==> src/rtl/pipe_hazard_ctrl_pkg.sv <==
// ============================================================================
// Module  : pipe_hazard_ctrl_pkg
// Brief   : FSM encodings and the load-use hazard helper for pipe_hazard_ctrl
// Revision: 1.0 - initial release
// ============================================================================
`default_nettype none

package pipe_hazard_ctrl_pkg;

   localparam logic [1:0] ST_RUN   = 2'd0;
   localparam logic [1:0] ST_DWAIT = 2'd1;
   localparam logic [1:0] ST_DROP  = 2'd2;

   localparam logic [4:0] REG_X0 = 5'd0;

   // x0 is hardwired to zero, so a load targeting it never creates a dependency
   function automatic logic load_use_hit(
      input logic       mem_read,
      input logic [4:0] rd,
      input logic [4:0] rs1,
      input logic [4:0] rs2,
      input logic       rs1_used,
      input logic       rs2_used
   );
      return mem_read && (rd != REG_X0) &&
             ((rs1_used && (rs1 == rd)) || (rs2_used && (rs2 == rd)));
   endfunction

endpackage

`default_nettype wire

==> src/rtl/pipe_hazard_ctrl_sat_counter.sv <==
// ============================================================================
// Module  : pipe_hazard_ctrl_sat_counter
// Brief   : Up-counter that sticks at all-ones, with synchronous clear
// Revision: 1.0 - initial release
// ============================================================================
`default_nettype none

module pipe_hazard_ctrl_sat_counter #(
   parameter int WIDTH = 32
) (
   input  logic             clk,
   input  logic             reset,
   input  logic             clr,
   input  logic             inc,
   output logic [WIDTH-1:0] count
);

   logic [WIDTH-1:0] count_q;
   logic [WIDTH-1:0] count_d;

   always_comb begin
      count_d = count_q;
      if (clr) begin
         count_d = '0;
      end else if (inc && (count_q != {WIDTH{1'b1}})) begin
         count_d = count_q + WIDTH'(1);
      end
   end

   always_ff @(posedge clk or posedge reset) begin
      if (reset) begin
         count_q <= '0;
      end else begin
         count_q <= count_d;
      end
   end

   assign count = count_q;

endmodule

`default_nettype wire

==> src/rtl/pipe_hazard_ctrl.sv <==
// ============================================================================
// Module  : pipe_hazard_ctrl
// Brief   : Stall/flush sequencer for the 5-stage pipeline with statistics
// Revision: 1.0 - initial release
// ============================================================================
`default_nettype none

module pipe_hazard_ctrl
   import pipe_hazard_ctrl_pkg::*;
#(
   parameter int CNT_W        = 32,
   parameter int DMEM_TIMEOUT = 64
) (
   input  logic             clk,
   input  logic             reset,
   input  logic [4:0]       id_rs1,
   input  logic [4:0]       id_rs2,
   input  logic             id_rs1_used,
   input  logic             id_rs2_used,
   input  logic [4:0]       ex_rd,
   input  logic             ex_mem_read,
   input  logic             ex_branch_taken,
   input  logic             imem_rvalid,
   input  logic             imem_pending,
   input  logic             dmem_busy,
   output logic             pc_en,
   output logic             pc_redirect,
   output logic             if_id_valid,
   output logic             if_id_flush,
   output logic             id_ex_valid,
   output logic             id_ex_flush,
   output logic             ex_mem_valid,
   output logic             mem_wb_valid,
   output logic             fetch_discard,
   output logic [1:0]       state_o,
   output logic [CNT_W-1:0] stall_cnt,
   output logic [CNT_W-1:0] flush_cnt,
   output logic             mem_timeout
);

   localparam int              TMO_W    = $clog2(DMEM_TIMEOUT + 1);
   localparam logic [TMO_W-1:0] TMO_LAST = TMO_W'(DMEM_TIMEOUT - 1);

   logic [1:0]       state_q;
   logic [1:0]       state_d;
   logic             mem_timeout_q;
   logic             mem_timeout_d;
   logic [TMO_W-1:0] tmo_cnt;
   logic             load_use;

   logic pc_en_c;
   logic pc_redirect_c;
   logic if_id_valid_c;
   logic if_id_flush_c;
   logic id_ex_valid_c;
   logic id_ex_flush_c;
   logic ex_mem_valid_c;
   logic mem_wb_valid_c;
   logic fetch_discard_c;

   assign load_use = load_use_hit(ex_mem_read, ex_rd, id_rs1, id_rs2,
                                  id_rs1_used, id_rs2_used);

   always_comb begin
      state_d         = state_q;
      pc_en_c         = 1'b0;
      pc_redirect_c   = 1'b0;
      if_id_valid_c   = 1'b0;
      if_id_flush_c   = 1'b0;
      id_ex_valid_c   = 1'b0;
      id_ex_flush_c   = 1'b0;
      ex_mem_valid_c  = 1'b0;
      mem_wb_valid_c  = 1'b0;
      fetch_discard_c = 1'b0;

      if (dmem_busy) begin
         // Whole pipe frozen; DWAIT and DROP keep their state
         if (state_q == ST_RUN) begin
            state_d = ST_DWAIT;
         end
      end else if (state_q == ST_DROP) begin
         if_id_flush_c  = 1'b1;
         id_ex_valid_c  = 1'b1;
         ex_mem_valid_c = 1'b1;
         mem_wb_valid_c = 1'b1;
         if (imem_rvalid) begin
            fetch_discard_c = 1'b1;
            state_d         = ST_RUN;
         end
      end else begin
         state_d = ST_RUN;
         if (ex_branch_taken) begin
            pc_en_c        = 1'b1;
            pc_redirect_c  = 1'b1;
            if_id_flush_c  = 1'b1;
            id_ex_flush_c  = 1'b1;
            ex_mem_valid_c = 1'b1;
            mem_wb_valid_c = 1'b1;
            // A response still in flight belongs to the wrong path
            if (imem_pending && !imem_rvalid) begin
               state_d = ST_DROP;
            end
         end else if (load_use) begin
            id_ex_flush_c  = 1'b1;
            ex_mem_valid_c = 1'b1;
            mem_wb_valid_c = 1'b1;
         end else if (!imem_rvalid) begin
            if_id_flush_c  = 1'b1;
            id_ex_valid_c  = 1'b1;
            ex_mem_valid_c = 1'b1;
            mem_wb_valid_c = 1'b1;
         end else begin
            pc_en_c        = 1'b1;
            if_id_valid_c  = 1'b1;
            id_ex_valid_c  = 1'b1;
            ex_mem_valid_c = 1'b1;
            mem_wb_valid_c = 1'b1;
         end
      end
   end

   always_comb begin
      mem_timeout_d = mem_timeout_q;
      if (dmem_busy && (tmo_cnt >= TMO_LAST)) begin
         mem_timeout_d = 1'b1;
      end
   end

   always_ff @(posedge clk or posedge reset) begin
      if (reset) begin
         state_q       <= ST_RUN;
         mem_timeout_q <= 1'b0;
      end else begin
         state_q       <= state_d;
         mem_timeout_q <= mem_timeout_d;
      end
   end

   pipe_hazard_ctrl_sat_counter #(.WIDTH(CNT_W)) u_stall_cnt (
      .clk   (clk),
      .reset (reset),
      .clr   (1'b0),
      .inc   (!pc_en_c),
      .count (stall_cnt)
   );

   pipe_hazard_ctrl_sat_counter #(.WIDTH(CNT_W)) u_flush_cnt (
      .clk   (clk),
      .reset (reset),
      .clr   (1'b0),
      .inc   (pc_redirect_c),
      .count (flush_cnt)
   );

   // Counts consecutive busy cycles in any state
   pipe_hazard_ctrl_sat_counter #(.WIDTH(TMO_W)) u_tmo_cnt (
      .clk   (clk),
      .reset (reset),
      .clr   (!dmem_busy),
      .inc   (dmem_busy),
      .count (tmo_cnt)
   );

   assign pc_en         = pc_en_c         & ~reset;
   assign pc_redirect   = pc_redirect_c   & ~reset;
   assign if_id_valid   = if_id_valid_c   & ~reset;
   assign if_id_flush   = if_id_flush_c   & ~reset;
   assign id_ex_valid   = id_ex_valid_c   & ~reset;
   assign id_ex_flush   = id_ex_flush_c   & ~reset;
   assign ex_mem_valid  = ex_mem_valid_c  & ~reset;
   assign mem_wb_valid  = mem_wb_valid_c  & ~reset;
   assign fetch_discard = fetch_discard_c & ~reset;
   assign state_o       = state_q;
   assign mem_timeout   = mem_timeout_q;

   // EX holds a bubble while a stale fetch is being dropped
   a_no_branch_in_drop : assert property (
      @(posedge clk) disable iff (reset) (state_q == ST_DROP) |-> !ex_branch_taken
   );

endmodule

`default_nettype wire

==> config.mk <==
export PLATFORM = sky130hd
export DESIGN_NAME = pipe_hazard_ctrl
export DESIGN_NICKNAME = d
export VERILOG_FILES = /design/src/rtl/pipe_hazard_ctrl_pkg.sv /design/src/rtl/pipe_hazard_ctrl_sat_counter.sv /design/src/rtl/pipe_hazard_ctrl.sv
export SDC_FILE = /design/constraint.sdc
export NUM_CORES = 1
export LEC_CHECK = 0
export CAP_MARGIN = 20
export CORE_ASPECT_RATIO = 1.1
export CORE_MARGIN = 3
export CORE_UTILIZATION = 49
export CTS_CLUSTER_DIAMETER = 60
export CTS_CLUSTER_SIZE = 16
export DETAILED_ROUTE_END_ITERATION = 8
export PLACE_DENSITY_LB_ADDON = 0.3
export SETUP_SLACK_MARGIN = 0.2
export SYNTH_ARGS = -nofsm -noshare
export SYNTH_HDL_FRONTEND = slang
export SYNTH_SLANG_ARGS = --single-unit
==> constraint.sdc <==
create_clock -name clk -period 2.45 [get_ports clk]
set_input_delay 0.245 -clock clk [delete_from_list [all_inputs] [get_ports clk]]
set_output_delay 0.245 -clock clk [all_outputs]
set_load 0.03 [all_outputs]
# Word-level counts from Yosys, hierarchy flattened
# Cells that the tools add are included.
# totals
reg_bits,74
latch_bits,0
ramBits,0
romBits,0
input_bits,24
wordCells,77
memories,0
# classes
addsub,3
multipliers,0
n_div,0
n_lt_le_gt_ge,1
eq_ne,9
shifts,0
mux,35
bitwise,9
n_reduce_logical,15
# op_table
operator,n
$add 32x1->32 const B,2
$ne 32x32->1 const B,2
$mux 1,27
$mux 7,2
$mux 2,6
$eq 5x5->1,2
$logic_and 1x1->1,9
$and 1x1->1,8
$add 7x1->7 const B,1
$ge 7x6->1 const B,1
$ne 7x7->1 const B,1
$reduce_bool 5->1,1
$ne 2x1->1 const B,2
$ne 3x3->1 const B,1
$eq 2x2->1 const B,1
$logic_not 1->1,2
$logic_not 2->1,1
$reduce_and 2->1,1
$logic_or 1x1->1,1
$not 1->1,1

# Longest topological paths before layout
# Gate-level depths: netlist of run 1.
# depth
ltp_word,10
ltp_mapped,8
depth_no_buf,7

# By module
# From an unflattened synthesis of run 1, not the netlist that was laid out.
# hier_totals
cells_unflattened,463
area_unflattened_um2,4279.1
# modules_own_cells
mod,instances,cells_each,area_per_inst_um2,seq_area_each_um2
pipe_hazard_ctrl_sat_counter at u_flush_cnt ...,2,186,1740.4,800.8
pipe_hazard_ctrl_sat_counter at u_tmo_cnt,1,38,400.4,175.2
pipe_hazard_ctrl,1,53,397.9,75.1

# Least setup slack after synthesis of run 1
# No wires, ideal clock.
# synth_path
path_type,input to output
start,input port reset
end,output port pc_en
t_arrival_ps,2266
required_time_ps,2205
slack_ps,-61
stages,2
path_cell_list,inv_1 > and2_1
# synth_via
elab_chain_len,2
# synth_rtl
element,line,text
"start, declared",pipe_hazard_ctrl.sv:15,"input logic reset,"
$not 1->1,pipe_hazard_ctrl.sv:164,assign pc_en = pc_en_c & ~reset;
$and 1x1->1,pipe_hazard_ctrl.sv:164,
"end, declared",pipe_hazard_ctrl.sv:26,"output logic pc_en,"
# Every way passes these cells.

# Worst setup path after layout of run 1
# layout_path
start,"register u_stall_cnt.count_q[20], in the netlist u_stall_cnt.count[20]"
end,"register u_stall_cnt.count_q[29], in the netlist u_stall_cnt.count[29]"
# layout_via
elab_chain_len,2
word_cells_on_any_way,3
classes_between,1 x add/sub; 1 x eq/ne; 1 x reduce/logical
# layout_rtl
element,line,text
"start, declared",pipe_hazard_ctrl_sat_counter.sv:18,logic [WIDTH-1:0] count_q;
"start signal, assigned",pipe_hazard_ctrl_sat_counter.sv:34,count_q <= count_d;
branches (longest 2 deep; another with $add 32x1->32),--,
# Several ways; the timed one is not identified.
# A chain may end at the register's enable or synchronous reset.

==> results of run 1 <==
per-layer routing:
| layer | GRT usage [%] | vias to the layer above | routed length [µm] |
|---|---|---|---|
| li1 | - | 1507 | - |
| met1 | 25.4 | 1575 | 3680 |
| met2 | 33.7 | 94 | 4270 |
| met3 | 3.22 | 17 | 436 |
| met4 | 8.93 | 0 | 195 |
| met5 | 0 | - | 0 |
registers in the layout (all words and copies together) (netlist names):
| signal | count |
|---|---|
| u_tmo_cnt.count | 7 |
| state_o | 2 |
| mem_timeout | 1 |
| u_flush_cnt.count | 32 |
| u_stall_cnt.count | 32 |
final cells by class:
cell class	instances	area, µm²
clock buffer	11	141
clock inverter	5	62.6
fill	544	2000
inverter	4	18.8
multi-input combinational	269	1880
sequential	74	1850
tap	85	106
timing repair buffer	118	1150
synthesized netlist by cell type, types with 2 or more instances:
library cell,n
xor2_1,41
nand3b_1,3
mux2_1,2
ha_1,3
xnor2_1,33
nor4_1,7
and2_1,11
nand3_1,14
buf_2,3
nand4_1,24
a31oi_1,4
nor2_1,23
clkbuf_1,4
nor3_2,2
nor3_1,18
dfrtp_1,74
o21ai_0,4
buf_4,2
and3_1,10
or4_1,5
and4_1,11
nor2b_1,4
inv_1,4
nor3b_1,4
nand2_1,30
worst reg2reg max path, stage by stage (launching register included):
cell and delay, ns:
dfrtp_1 0.48, nand4_1 0.23, or4_1 0.57, nor3_4 0.20, buf_4 0.15, nand4b_1 0.18
nor3b_1 0.09, xor2_1 0.15
per-stage QoR:
step	worst slack, ns	hold WS, ns	setup TNS (ns)
4_1_cts	0.217	0.476	0
5_1_grt	0.176	0.502	0
6_report	0.275	0.481	0
3_3_place_gp	-0.298	0.472	-0.298
2_1_floorplan	0.237	0.390	0
3_5_place_dp	-0.307	0.474	-0.307
worst max path at each step:
stage,end,cells past startpoint,slack (ns),from
2_1_floorplan,id_ex_valid,6,0.24,ex_rd[1]
3_3_place_gp,id_ex_flush,8,-0.30,ex_rd[1]
3_5_place_dp,id_ex_flush,8,-0.31,ex_rd[1]
4_1_cts,if_id_flush,10,0.22,ex_rd[1]
5_1_grt,u_stall_cnt.count[27],7,0.18,u_stall_cnt.count[20]
6_report,u_stall_cnt.count[29],7,0.28,u_stall_cnt.count[20]
where the power goes:
group | total, W | internal (W) | switching, W
Clock | 0.000958 | 0.000504 | 0.000454
Combinational | 0.00132 | 0.000581 | 0.000742
Sequential | 0.00167 | 0.00141 | 0.000261
cells by family (layout without fill, tap and decap cells):
| kind of cell | after synthesis | in the layout |
|---|---|---|
| flops | 74 | 74 |
| compound gates | 16 | 16 |
| buf+inv | 13 | 138 |
| fa+ha+maj | 3 | 3 |
| mux | 3 | 3 |
| xor+xnor | 74 | 74 |
| simple gates | 173 | 173 |
repair_timing:
item	in CTS	in global routing
gates resized for setup	18	6
buffers inserted	1	4
setup endpoints to repair	6	21
pin swaps	5	5
==> results.md, run 1 <==
- Status: completed
- Initial antenna violation count: 0
- Tot GR Track Use: 20.3%
- Total congestion overflow: 0
- Post-route ant nets: 0
- Top cell type's share of synthesized area: 49.6%
- Setup-failing EPs final: 0
- Antenna Diode Count: 0
- Worst-path cell chain: nand4_1 -> or4_1 -> nor3_4 -> buf_4 -> nand4b_1 -> nor3b_1 -> xor2_1
- Worst setup SP type: flip-flop
- CP Class: flip-flop to flip-flop
- Mean Syn Cell Area: 10.5 µm²
- Core footprint: 7210 µm²
- Die Y: 97.6 µm
- Arrival @ worst endpoint: 2.39 ns
- Reg2reg path depth: 7
- Cell taking the most area after synthesis: dfrtp_1
- Worst Tran Pin Value: 0.379 ns
- Peak Freq: approximately 460 MHz
- Via count: 3193
- DP Wirelength: 6180 µm
- Final Wtd Congestion: 0.789
- Number of global-route vias before repair: 3183
- XOR/XNOR share of the synthesized area: between 10% and 20%
- Crit end category: flip-flop
- Period utilization: 88.8%
- Drt pass-1 iters: 4
- Placed inst area: 4920 µm²
- Main synth FF type: dfrtp_1
- Share of cells above drive strength 1: approximately an eighth
- Slowest CP cell: or4_1
- Worst Hold Class: primary input to flip-flop
- Max incr delay on CP: 0.57 ns
- Synth warn: 0
- CP bufs+invs: 1
- Pwr Total: 0.00395 W
- Hold depth: 3
- Multiplexer share of the synthesized area: 0.871%
- Maxcap violations: 0
- Final min period: 2.17 ns
- # port buffers: 99
- Compound-gate portion of the synthesized area: roughly 3.1%
- H-tree depth: 3
- Worst vdd ir: 0.000797 V
- 1st-iter DRT viols: 128
- Clock Tree Buf Depth: 2
- Worst-path clk slew: 0.07 ns
- Largest net degree at the start of global routing: 75
- Power density cells: 758 nW/µm²
- Cell count after placement: about 550
- Commonest cells after routing, fill and taps aside: clkdlybuf4s50_1 (88), dfrtp_1 (74), xor2_1 (41)
- Combinational family with the most area after synthesis: simple AND/OR/NAND/NOR gates
- Slew headroom: 74.8%
- # hold bufs at CTS: 0
- Family with the most delay on the worst path: simple AND/OR/NAND/NOR gates
- Pins Over Slew Limit: 0
- Most common cell after layout, fill and taps aside: clkdlybuf4s50_1
- First-pass GRT wire length: ~14000 µm
- Reg2Reg Setup Slack: between 0.2 and 0.3 ns
- Vias per std cell: 5.64
- Final Hold Viols: 0
- Worst EP required: around 2.7 ns
- # clock sinks: 74
- Adder-Cell Fraction of Synth Area: 1.01%
- Reg2reg start: u_stall_cnt.count[20]
- Finished Layout Cells: 566
- CTS Buf Count: 9
- Hold Startpoint: imem_pending
- Post-synth EDFFs: 0
- # rows: 32
- Area growth, synth to finish: 39.5%
- WL final: 8590 µm
- Final Core Density: 72.3%
- Ranking of synthesized cells by area: dfrtp_1 (50%), xor2_1 (9.6%), xnor2_1 (7.7%), nand4_1 (4.0%), nand2_1 (3.0%)
- End of the worst hold path: state_o[1]
- Die Width: between 80 and 90 µm
- CTS tree: yes
- Netlist cell types: 41
- Final Cell Area: 5210 µm²
- LEAKAGE: 2.23 nW
- Max Clock Skew: 0.0112 ns
- #FFs+latches synth: 74
- Syn Nets: 383
- CTS Root Buffer Type: clkbuf_8
- Die ar.: 8710 µm²
- Drt drc: 0
- Post-Synthesis Cells: 356
- Starting Density: 51.8%
- Register area share after synthesis: between 40% and 50%
- Unrepaired setup endpoints after global routing: yes
- Simple-gate share of the synthesized area: between 20% and 30%
- RR Endpoint: u_stall_cnt.count[29]
- Mapped Area: 3730 µm²
- Crit path max fanout: 6
- Worst-skew pair later-pin latency: 0.35 ns
- Io pins: 100
- Nets: 503
- DR WL/cell: roughly 15 µm
- Synth async-reset ratio: 100%
Power figures use the tool's default switching activity.
==> run 2, diff against run 1 <==
- CAP_MARGIN: 20 -> not set
- CORE_ASPECT_RATIO: 1.1 -> 1.75
==> run 2 against run 1 <==
  * Clock-buffer cell count down 2
  * Die area up 0.46%
  * Total power up 18%
  * Critical path type is now primary input to output port
==> results.md, run 2 (same netlist as run 1, synthesis figures left out) <==
- Worst setup SP type: primary input
- Io pins: 100 (unchanged)
- Initial antenna violation count: 0 (unchanged)
- Worst-path clk slew: 0.06 ns (about the same)
- Pins Over Slew Limit: 0 (unchanged)
- Worst EP required: 2.20 ns (-0.47 ns)
- DR WL/cell: 16.9 µm (+11%)
- Worst-skew pair later-pin latency: 0.34 ns (about the same)
- Via count: 3254 (+1.9%)
- Family with the most delay on the worst path: buffers and inverters
- Finished Layout Cells: 571 (+0.88%)
- First-pass GRT wire length: 16200 µm (+15%)
- Slew headroom: 38.2% (-37 points)
- Core footprint: 7280 µm² (+1.1%)
- WL final: 9650 µm (+12%)
- Worst Hold Class: primary input to flip-flop
- Power density cells: 870 nW/µm² (+15%)
- Peak Freq: 456 MHz (-0.93%)
- Unrepaired setup endpoints after global routing: no
- Worst Tran Pin Value: 0.927 ns (+0.549 ns)
- Share of cells above drive strength 1: 12.6% (+0.93 points)
- Most common cell after layout, fill and taps aside: clkdlybuf4s50_1
- Period utilization: 89.6% (+0.83 points)
- Crit path max fanout: 2 (-4)
- Starting Density: 51.3% (-0.55 points)
- Crit path top cell by count: buf_4
- Drt drc: 0 (unchanged)
- Vias per std cell: 5.70 (+1.0%)
- Worst-path cell chain: clkdlybuf4s50_1 -> xnor2_1 -> nand4_1 -> o22ai_1 -> and2_4 -> buf_4 -> nor2_1 -> o31a_1 -> buf_4
- Final min period: 2.20 ns (+0.0204 ns)
- # hold bufs at CTS: 0 (unchanged)
- Antenna Diode Count: 0 (unchanged)
- Cell count after placement: 552 (+1.3%)
- Die ar.: 8750 µm² (+0.46%)
- Multi-input logic area: 1860 µm² (-0.87%)
- Area growth, synth to finish: 43.7%
- Nets: 507 (+0.80%)
- # port buffers: 99 (unchanged)
- CP bufs+invs: 3 (+2)
- CP Class: primary input to output port
- Die Y: 121 µm (+25%)
- Clock Tree Buf Depth: 2 (unchanged)
- Pwr Total: 0.00467 W (+18%)
- LEAKAGE: 2.32 nW (+4.0%)
- Drt pass-1 iters: 4 (unchanged)
- Arrival @ worst endpoint: 1.95 ns (-0.44 ns)
- Tot GR Track Use: 23.9% (+3.6 points)
- Status: completed
- Setup-failing EPs final: 0 (unchanged)
- Total congestion overflow: 0 (unchanged)
- Crit end category: output port
- DP Wirelength: 7000 µm (+13%)
- Largest net degree at the start of global routing: 75 (unchanged)
- CTS Root Buffer Type: clkbuf_16
- Final Wtd Congestion: 0.909 (+15%)
- Register Area: 1850 µm² (unchanged)
- Filler instances: 536 (-1.5%)
- Number of global-route vias before repair: 3436 (+7.9%)
- Max Clock Skew: 0.00716 ns (-0.00404 ns)
- Final Hold Viols: 0 (unchanged)
- Worst vdd ir: 0.000646 V (-19%)
- # rows: 41 (+28%)
- CTS tree: yes
- H-tree depth: 3 (unchanged)
- Slowest CP cell: clkdlybuf4s50_1
- Commonest cells after routing, fill and taps aside: clkdlybuf4s50_1 (87), dfrtp_1 (74), xor2_1 (41)
- Die Width: 72.0 µm (-19%)
- 1st-iter DRT viols: 214 (+67%)
- Max incr delay on CP: 0.50 ns (-0.07 ns)
- # clock sinks: 74 (unchanged)
- CTS Buf Count: 9 (unchanged)
- Maxcap violations: 0 (unchanged)
- Post-route ant nets: 0 (unchanged)
## run 2: final timing paths
kind / from / endpoint / slack [ns] / depth (start not counted)
max in group asynchronous: reset / u_stall_cnt.count[1] / 1.16 / 4
min: imem_pending / state_o[1] / 0.47 / 3
max: id_rs1[3] / if_id_flush / 0.25 / 9
min in group asynchronous: reset / u_stall_cnt.count[31] / 0.70 / 4
min reg2reg: u_stall_cnt.count[23] / u_stall_cnt.count[23] / 0.50 / 1
max reg2reg: u_stall_cnt.count[20] / u_stall_cnt.count[1] / 0.31 / 6
## run 2: metal layers
metal  global-route usage, %  wire length [µm]
met5                       0                 0
met4                    14.6               376
met3                    4.31               415
met2                    41.2              5220
met1                    26.6              3640
## run 2: area by class of cell
type                    instances  area share (%)
inverters                       4           0.350
clock inverters                 7            2.73
well taps                      86            2.01
clock buffers                   9            4.20
multi-input cells             269            34.6
repair buffers                122            21.6
flip-flops and latches         74            34.5
## run 2: timing repair
| item | 4_1_cts | 5_1_grt |
|---|---|---|
| setup endpoints to repair | 6 | 12 |
| buffers inserted | 0 | 3 |
| endpoints found under the hold margin | 0 | 0 |
| gates resized for setup | 15 | 10 |
| pin swaps | 2 | 6 |
## run 2: power by group
group          switching, W  internal, W  leakage [nW]
Sequential         0.000263      0.00141         0.905
Combinational      0.000762     0.000590          1.23
Clock              0.000532      0.00111         0.181
## run 2: metrics by stage
stage / worst slack (ns) / hold WS [ns] / cell area [µm²] / utilization (%) / setup TNS (ns)
floorplan: 0.237 / 0.390 / 3740 / - / 0
global placement: -0.367 / 0.477 / 4950 / 68.0 / -0.368
detailed placement: -0.389 / 0.483 / 4950 / 68.0 / -0.426
CTS: 0.206 / 0.469 / 5330 / 73.1 / 0
global route: 0.183 / 0.499 / 5370 / 73.7 / 0
finish: 0.255 / 0.471 / 5370 / 73.7 / 0
## run 2: worst min-delay path, delay by kind of cell
family	cells	cell delay (ns)
buffers and inverters	1	0.40
and+or+nand+nor	2	0.13
